==> src/rtl/div_sequencer_pkg.sv <==
// Shared types, widths and constants for the iterative divider.
//   div_state_type : sequencer states IDLE / RUN / DONE
//   div_op_type    : one-hot decoded division operation {divs, divu, rem, remu}
//   div_min_signed / div_all_ones : signed-overflow and divide-by-zero patterns
package div_sequencer_pkg;

  localparam int unsigned data_width = 32;
  localparam int unsigned cnt_width  = 5;

  localparam logic [data_width-1:0] div_min_signed = 32'h8000_0000;
  localparam logic [data_width-1:0] div_all_ones   = 32'hFFFF_FFFF;

  typedef enum logic [1:0] {
    IDLE = 2'd0,
    RUN  = 2'd1,
    DONE = 2'd2
  } div_state_type;

  typedef struct packed {
    logic divs;
    logic divu;
    logic rem;
    logic remu;
  } div_op_type;

  localparam div_op_type div_op_init = div_op_type'(4'b0000);

  // True when exactly one operation bit is set.
  function automatic logic op_is_one_hot(input div_op_type o);
    logic [3:0] v;
    v = o;
    return (v != 4'd0) && ((v & (v - 4'd1)) == 4'd0);
  endfunction

  // Two's-complement magnitude; 0x80000000 maps to itself, read as unsigned.
  function automatic logic [data_width-1:0] abs_val(input logic [data_width-1:0] x);
    return x[data_width-1] ? (data_width'(0) - x) : x;
  endfunction

endpackage

==> src/rtl/div_step.sv <==
// One restoring shift-subtract iteration (combinational).
//   rem      : 33-bit partial remainder in
//   quo      : quotient / remaining dividend bits in
//   divisor  : unsigned divisor magnitude
//   rem_next : partial remainder after this step
//   quo_next : quotient after this step (new bit shifted in at LSB)
module div_step
  import div_sequencer_pkg::*;
(
  input  logic [data_width:0]   rem,
  input  logic [data_width-1:0] quo,
  input  logic [data_width-1:0] divisor,
  output logic [data_width:0]   rem_next,
  output logic [data_width-1:0] quo_next
);

  logic [data_width:0] shifted;
  logic                fits;

  always_comb begin
    shifted  = {rem[data_width-1:0], quo[data_width-1]};
    // A set top bit would shift out beyond 33 bits, so the divisor always fits.
    fits     = rem[data_width] | (shifted >= {1'b0, divisor});
    rem_next = shifted;
    quo_next = {quo[data_width-2:0], 1'b0};
    if (fits) begin
      rem_next = shifted - {1'b0, divisor};
      quo_next = {quo[data_width-2:0], 1'b1};
    end
  end

endmodule

==> src/rtl/div_sequencer.sv <==
// 32-bit iterative divider sequencer: 32-cycle restoring division with
// signed fix-up, single-cycle divide-by-zero and signed-overflow results.
//   clock, reset  : rising-edge clock, synchronous active-low reset
//   start, op     : one-cycle request with one-hot operation
//   rdata1/rdata2 : dividend / divisor
//   flush         : abort, returns to IDLE next cycle
//   busy          : high whenever not IDLE
//   ready, result : one-cycle valid pulse with quotient or remainder
module div_sequencer
  import div_sequencer_pkg::*;
(
  input  logic                  clock,
  input  logic                  reset,
  input  logic                  start,
  input  div_op_type            op,
  input  logic [data_width-1:0] rdata1,
  input  logic [data_width-1:0] rdata2,
  input  logic                  flush,
  output logic                  busy,
  output logic                  ready,
  output logic [data_width-1:0] result
);

  div_state_type         state;
  logic [cnt_width-1:0]  cnt;
  logic [data_width:0]   rem_q;
  logic [data_width-1:0] quo_q;
  logic [data_width-1:0] dvsr_q;
  div_op_type            op_q;
  logic                  sign_a;
  logic                  sign_b;

  logic [data_width:0]   rem_next;
  logic [data_width-1:0] quo_next;

  logic                  is_signed_c;
  logic                  div_zero_c;
  logic                  overflow_c;
  logic [data_width-1:0] special_c;
  logic [data_width-1:0] quot_fix_c;
  logic [data_width-1:0] rem_fix_c;
  logic [data_width-1:0] final_c;

  div_step u_step (
    .rem      (rem_q),
    .quo      (quo_q),
    .divisor  (dvsr_q),
    .rem_next (rem_next),
    .quo_next (quo_next)
  );

  // Request classification and single-cycle special results.
  always_comb begin
    is_signed_c = op.divs | op.rem;
    div_zero_c  = (rdata2 == data_width'(0));
    overflow_c  = is_signed_c && (rdata1 == div_min_signed) && (rdata2 == div_all_ones);
    special_c   = data_width'(0);
    if (div_zero_c) begin
      special_c = (op.divs | op.divu) ? div_all_ones : rdata1;
    end else if (overflow_c) begin
      special_c = op.divs ? div_min_signed : data_width'(0);
    end
  end

  // Sign fix-up applied to the last step's output.
  always_comb begin
    quot_fix_c = (op_q.divs && (sign_a ^ sign_b)) ? (data_width'(0) - quo_next) : quo_next;
    rem_fix_c  = (op_q.rem && sign_a) ? (data_width'(0) - rem_next[data_width-1:0])
                                      : rem_next[data_width-1:0];
    final_c    = data_width'(0);
    if (op_q.divs | op_q.divu) begin
      final_c = quot_fix_c;
    end else if (op_q.rem | op_q.remu) begin
      final_c = rem_fix_c;
    end
  end

  // Sequencer: state, operands and registered outputs.
  always_ff @(posedge clock) begin
    if (!reset) begin
      state  <= IDLE;
      busy   <= 1'b0;
      ready  <= 1'b0;
      result <= data_width'(0);
      cnt    <= cnt_width'(0);
      rem_q  <= (data_width + 1)'(0);
      quo_q  <= data_width'(0);
      dvsr_q <= data_width'(0);
      op_q   <= div_op_init;
      sign_a <= 1'b0;
      sign_b <= 1'b0;
    end else begin
      ready <= 1'b0;
      if (flush) begin
        state <= IDLE;
        busy  <= 1'b0;
      end else begin
        case (state)
          IDLE: begin
            if (start && op_is_one_hot(op)) begin
              busy <= 1'b1;
              if (div_zero_c || overflow_c) begin
                state  <= DONE;
                ready  <= 1'b1;
                result <= special_c;
              end else begin
                state  <= RUN;
                cnt    <= cnt_width'(31);
                op_q   <= op;
                sign_a <= rdata1[data_width-1];
                sign_b <= rdata2[data_width-1];
                rem_q  <= (data_width + 1)'(0);
                quo_q  <= is_signed_c ? abs_val(rdata1) : rdata1;
                dvsr_q <= is_signed_c ? abs_val(rdata2) : rdata2;
              end
            end
          end
          RUN: begin
            rem_q <= rem_next;
            quo_q <= quo_next;
            if (cnt == cnt_width'(0)) begin
              state  <= DONE;
              ready  <= 1'b1;
              result <= final_c;
            end else begin
              cnt <= cnt - cnt_width'(1);
            end
          end
          DONE: begin
            state <= IDLE;
            busy  <= 1'b0;
          end
          default: begin
            state <= IDLE;
            busy  <= 1'b0;
          end
        endcase
      end
    end
  end

endmodule

==> config.mk <==
export PLATFORM = sky130hd
export DESIGN_NAME = div_sequencer
export DESIGN_NICKNAME = d
export VERILOG_FILES = /design/src/rtl/div_sequencer_pkg.sv /design/src/rtl/div_step.sv /design/src/rtl/div_sequencer.sv
export SDC_FILE = /design/constraint.sdc
export NUM_CORES = 1
export LEC_CHECK = 0
export ABC_CLOCK_PERIOD_IN_PS = 6100
export BUFFER_PORTS_ARGS = -buffer_cell sky130_fd_sc_hd__buf_4
export CAP_MARGIN = 20
export CELL_PAD_IN_SITES_DETAIL_PLACEMENT = 0
export CELL_PAD_IN_SITES_GLOBAL_PLACEMENT = 1
export CORE_MARGIN = 1.5
export CORE_UTILIZATION = 45
export CTS_CLUSTER_DIAMETER = 80
export CTS_CLUSTER_SIZE = 8
export DETAILED_ROUTE_END_ITERATION = 12
export PLACE_DENSITY_LB_ADDON = 0.25
export SYNTH_ARGS = -nofsm -noshare
export SYNTH_HDL_FRONTEND = slang
export SYNTH_HIERARCHICAL = 1
export SYNTH_SLANG_ARGS = --single-unit
==> constraint.sdc <==
create_clock -name clock -period 6.1 [get_ports clock]
set_input_delay 1.22 -clock clock [delete_from_list [all_inputs] [get_ports clock]]
set_output_delay 1.22 -clock clock [all_outputs]
set_load 0.005 [all_outputs]
# Yosys cells after proc, flatten, opt, wreduce, memory -nomap -nowiden
# Index checks and enable logic that the tools add are counted.
[classes]
muxes = 38
reduce_logical = 20
addsub = 7
n_lt_le_gt_ge = 1
n_eq_ne = 8
bitwise_logic = 11
[op_table]
columns = ["op", "count"]
rows = [
  ["$mux W32", 17],
  ["$pmux W32 S2", 2],
  ["$sub A1 B32 Y32 const A", 4],
  ["$mux W33", 3],
  ["$pmux W33 S2", 1],
  ["$eq A32 B32 Y1 const B", 2],
  ["$ge A33 B32 Y1", 1],
  ["$sub A33 B32 Y33", 1],
  ["$logic_not A32 Y1", 1],
  ["$mux W5", 3],
  ["$ne A2 B2 Y1 const B", 5],
  ["$pmux W5 S2", 1],
  ["$reduce_and A5 Y1", 2],
  ["$reduce_and A4 Y1", 2],
  ["$logic_and A1 B1 Y1", 6],
  ["$mux W2", 3],
  ["$logic_not A5 Y1", 1],
  ["$mux W1", 5],
  ["$or A1 B1 Y1", 5],
  ["$sub A5 B1 Y5 const B", 1],
  ["$and A4 B4 Y4", 1],
  ["$logic_not A4 Y1", 1],
  ["$not A1 Y1", 4],
  ["$pmux W1 S2", 2],
  ["other kinds (10)", 11],
]
[word_totals]
out_inout_bits = 34
ff_bits = 144
in_bits = 72

# Logic depth before layout (Yosys ltp)
[logic_depth]
depth_word = 9
mapped_depth = 24
ltp_nobuf = 20

# Modules after synthesis
# Netlist, hierarchy kept.
[modules_own_cells]
columns = ["module", "n_inst", "area_per_inst_um2", "cells_each", "seq_area_each_um2"]
rows = [
  ["div_sequencer", 1, 9262.6, 1216, 2882.8],
  ["div_step", 1, 2683.8, 376, 0.0],
]

# Worst setup path before layout
# OpenSTA, ideal clock, no wires.
[synth_path]
path_type = "reg2reg"
startpoint = "reg dvsr_q[1]"
endpoint = "reg result[30]"
setup_ns = 0.119
path_stages_with_launch = 24
t_arrival_ns = 4.696
path_slack_ns = 1.286
path_cell_list = "dfxtp_1 inv_1 ha_1 nor2b_4 o31a_1 o31ai_1 nand2_1 a31oi_1 o211ai_1 a21o_2 a21oi_4 buf_8 inv_1 buf_4 inv_1 ha_1 or3b_1 clkbuf_1 nor4_4 a31oi_1 nand2_1 a21oi_1 or3_1 o221a_1"
[synth_between]
word_cells_on_any_way = 13
[synth_rtl]
columns = ["element", "line_no", "rtl"]
rows = [
  ["start, declared", "div_sequencer.sv:28", "logic [data_width-1:0] dvsr_q;"],
  ["start signal, assigned", "div_sequencer.sv:88", "dvsr_q <= data_width'(0);"],
  ["start signal, assigned", "div_sequencer.sv:114", "dvsr_q <= is_signed_c ? abs_val(rdata2) : rdata2;"],
  ["$ge A33 B32 Y1", "div_step.sv:23", "fits = rem[data_width] | (shifted >= {1'b0, divisor});"],
  ["$or A1 B1 Y1", "div_step.sv:23", ""],
  ["net u_step.fits", "div_step.sv:18", "logic fits;"],
  ["$mux W1", "div_step.sv:26", "if (fits) begin"],
  ["net quo_next[0]", "div_sequencer.sv:34", "logic [data_width-1:0] quo_next;"],
  ["$sub A1 B32 Y32", "div_sequencer.sv:67", "quot_fix_c = (op_q.divs && (sign_a ^ sign_b)) ? (data_width'(0) - quo_next) : quo_next;"],
  ["$mux W32", "div_sequencer.sv:67", ""],
  ["$mux W32", "div_sequencer.sv:71", "if (op_q.divs | op_q.divu) begin"],
  ["$mux W32", "div_sequencer.sv:121", "if (cnt == cnt_width'(0)) begin"],
  ["$pmux W32 S2", "div_sequencer.sv:98", "case (state)"],
  ["end signal, assigned", "div_sequencer.sv:84", "result <= data_width'(0);"],
  ["end signal, assigned", "div_sequencer.sv:105", "result <= special_c;"],
  ["end signal, assigned", "div_sequencer.sv:124", "result <= final_c;"],
  ["end, declared", "div_sequencer.sv:21", "output logic [data_width-1:0] result"],
]
# The timed path passes the listed nets, and every way through them passes these cells. The select of a mux whose other input is x is not followed.
# A chain may end at the register's enable or synchronous reset.

# Worst setup path after layout
[layout_path]
startpoint = "reg dvsr_q[1]"
endpoint = "reg result[29]"
[layout_between]
elab_chain_cells = 9
word_cells_on_any_way = 13
[layout_rtl]
columns = ["element", "line_no", "rtl"]
rows = [
  ["$ge A33 B32 Y1", "div_step.sv:23", ""],
  ["$or A1 B1 Y1", "div_step.sv:23", ""],
  ["$mux W33 *", "div_step.sv:26", ""],
  ["net rem_next[8]", "div_sequencer.sv:33", "logic [data_width:0] rem_next;"],
  ["$sub A1 B32 Y32 *", "div_sequencer.sv:68", "rem_fix_c = (op_q.rem && sign_a) ? (data_width'(0) - rem_next[data_width-1:0])"],
  ["$mux W32 *", "div_sequencer.sv:68", ""],
  ["$mux W32 *", "div_sequencer.sv:73", "end else if (op_q.rem | op_q.remu) begin"],
  ["$mux W32 *", "div_sequencer.sv:71", ""],
  ["$mux W32 *", "div_sequencer.sv:121", ""],
  ["$pmux W32 S2 *", "div_sequencer.sv:98", ""],
]
# The timed path passes the listed nets; every way through them passes the cells marked *. The select of a mux whose other input is x is not followed.

==> results by group <==
Status
  – Outcome: finished, final reports clean

Detailed routing
  – Wire length on met3: about 2.5 mm
  – Initial drt markers: between 1k and 1.5k
  – Antenna violation net count after detailed routing: 0
  – Routed length per instance: ~21 um
  – Max Used Layer: met4
  – DRT Pass-1 Iters: 8
  – DRC violations left: 0
  – Routed via count: 11.85k
  – Vias per cell: 6.076
  – Met2 wire len: 18.53 mm
  – DRT Wirelength: about 40 mm
  – Metal-1 WL: ~18 mm

Timing
  – Setup TNS: 0 ps
  – Final setup viols: 0
  – FMAX: 181.8 MHz
  – Worst Tran Pin Value: 876.7 ps
  – Slew HR: 41.41%
  – RSZ-0062 raised after global routing: false
  – Worst Skew: 12.37 ps
  – Hold Vio Cnt, Final: 0
  – Fin crit share: 90.20%
  – Max Slew Vio Count: 0
  – Period minus WS final: 5502 ps

Logic synthesis
  – Yosys warnings: 6
  – Mapped Nets: 1703
  – Top_reg_cell synth: dfxtp_1
  – Cells after Synth: ~1.6k
  – Asr flop ratio synth: 0%
  – Flops & latches, synth: 144
  – Mapped Area: 11950 sq um
  – Synth Area per Inst: around 7.5 sq um
  – Number of distinct library cells after synthesis: 87
  – Sequential element share of the synthesized area: about a quarter
  – EDFF count, synth: 0

Pwr
  – Total chip power: 3.480 mW
  – VDD IR max: 0.0001649 V
  – Pleak: between 5 and 6 nW
  – Power Dens Cells: 261.8 nW/um^2

Global routing
  – Total track usage: 28.87%
  – Largest net degree at the start of global routing: 69
  – Vias in the first global route: 11.00k
  – GRT overflow: 0
  – First-pass GRT wire length: 62.97 mm
  – Initial antenna violation count: 0

Clock tree
  – Clk Tree Root Cell: clkbuf_16
  – Max clock buf depth: 2
  – Cts bufs inserted: 17
  – Clock transition at path regs: 60 ps
  – CTS tree: done
  – H-tree lvl count: 4
  – Clk Latency, worst-skew pair: 440 ps
  – Clock Sinks: ~140

Run
  – Max Cap Viol: 0

Layout
  – # diodes: 0
  – Synth-to-layout area growth: 11.28%
  – Final net count: 1713
  – Post-route insts no fill: between 1.5k and 2k
  – Core Util, Final: between 50% and 60%
  – Layout cell share with drive strength beyond 1: 15.36%

Placed design
  – Post-DP HPWL: 30.24 mm
  – GPL Wtd Cong: 0.8885
  – Buffers on Ports: 105
  – Dpl cells: roughly 1.9k

Die
  – Die area: roughly 28000 sq um
  – Cell Rows: 59
  – Placeable Area: between 20000 and 30000 sq um
  – Ports: between 100 and 150
  – Die Y: 165.9 um
  – Die width: 165.9 um
  – Initial core utilization: 45.84%

Critical path
  – Critical Path AT: 5830 ps
  – Crit Path Category: flop to flop
  – CP endpoint kind: flop
  – Crit Path Max Fanout: 12
  – Startpoint Class: flop
  – Worst Path Required: 6430 ps

Min path
  – Tightest Hold Check Type: flop to flop
==> synth_stat cells (all sizes together) (30+ instances only) <==
master / number / share of area [%]
nand3: 73 / 3.1
nand2: 135 / 4.2
nor2: 174 / 5.5
o22ai: 30 / 1.6
xor2: 52 / 3.8
xnor2: 86 / 6.3
a21oi: 156 / 6.7
inv: 61 / 1.9
nor3: 51 / 2.1
buf: 72 / 4.4
clkbuf: 66 / 2.1
a31oi: 38 / 2.0
o21ai: 97 / 4.1
dfxtp: 144 / 24
ha: 38 / 4.0
a211oi: 35 / 3.2
==> routing by layer <==
metal	vias up	track usage, %
met5	-	0
met4	0	12.73
met3	72	4.671
met2	418	45.94
met1	5620	38.47
li1	5739	-
==> final cells by class <==
type	instances	area (sq um)
Timing Repair Buffer	129	968.4
Tap cell	335	419.2
Clock buffer	17	425.4
Clock inverter	15	279.0
Fill cell	2581	12760
Multi-Input combinational cell	1249	8089
Sequential cell	144	2883
Inverter	61	230.2
==> sequential cells by signal (all words and copies together), names as in the netlist <==
signal / cells
rem_q: 33
dvsr_q: 32
quo_q: 32
result: 32
cnt: 5
op_q: 4
state: 2
busy: 1
ready: 1
sign_a: 1
sign_b: 1
==> report_power, final <==
group,total [mW],internal (mW),switching [mW],leakage [nW]
combinational,1.20,0.475,0.724,3.50
sequential,0.992,0.966,0.0265,1.16
clock,1.29,0.817,0.472,0.344
total,3.48,2.26,1.22,5.00
==> through the flow <==
step	hold WS [ps]	setup slack, ps	area, sq um
3_5_place_dp	462.6	472.0	12580
3_3_place_gp	457.0	606.2	12580
4_1_cts	473.6	422.7	13290
2_1_floorplan	428.5	1286	11950
5_1_grt	489.8	209.3	13290
6_report	472.7	598.1	13290
==> worst max-delay path, cell delays in order, from the launching register on <==
cell      delay [ps]
dfxtp_1          380
inv_1             60
ha_1             290
nor2b_4          130
o31a_1           270
o31ai_1          280
nand2_1          190
a31oi_1          280
o211ai_1         150
a21o_2           260
a21oi_4          470
buf_4            310
mux2_4           350
nor4_2           480
and4_1           480
nand3_1          110
nor3_1           240
nor4_1            80
a311o_1          340
a41o_1           220
==> cell families after synthesis <==
family | synth area share [%]
AO/OA/AOI/OAI | 25.48
buffers and inverters | 8.431
AND/OR/NAND/NOR | 22.96
XOR/XNOR | 10.12
multiplexers | 4.734
adder cells (fa/ha/maj) | 4.148
flip-flops | 24.13
==> repair_timing <==
item,CTS,global route
hold buffers,0,0
setup endpoints to repair,0,1
setup buffers,0,0
resized for setup,0,1
==> layout by cell type (no fill, tap or decap), types with 8 or more instances in the layout <==
master / n
nor2_1: 172
a21oi_1: 154
dfxtp_1: 144
nand2_1: 135
buf_4: 129
xnor2_1: 86
o21ai_0: 73
nand3_1: 71
inv_1: 60
xor2_1: 52
nor3_1: 51
ha_1: 38
a31oi_1: 37
o22ai_1: 30
o211ai_1: 27
a211oi_2: 24
mux2_4: 24
o21ai_1: 23
nand4_1: 22
clkbuf_16: 17
or3_1: 16
mux2i_1: 16
or4_1: 15
nor4_1: 14
o31ai_1: 13
a211oi_1: 11
a311oi_1: 9
a21o_1: 9
o41ai_1: 8
==> path summary, 6_finish.rpt <==
path	depth (start not counted)	to	start	slack, ps
min reg2reg	2	rem_q[32]	rem_q[32]	470
max reg2reg	19	result[29]	dvsr_q[1]	600
min	2	rem_q[32]	rem_q[32]	470
max	19	result[29]	dvsr_q[1]	600
Power figures use the tool's default switching activity.
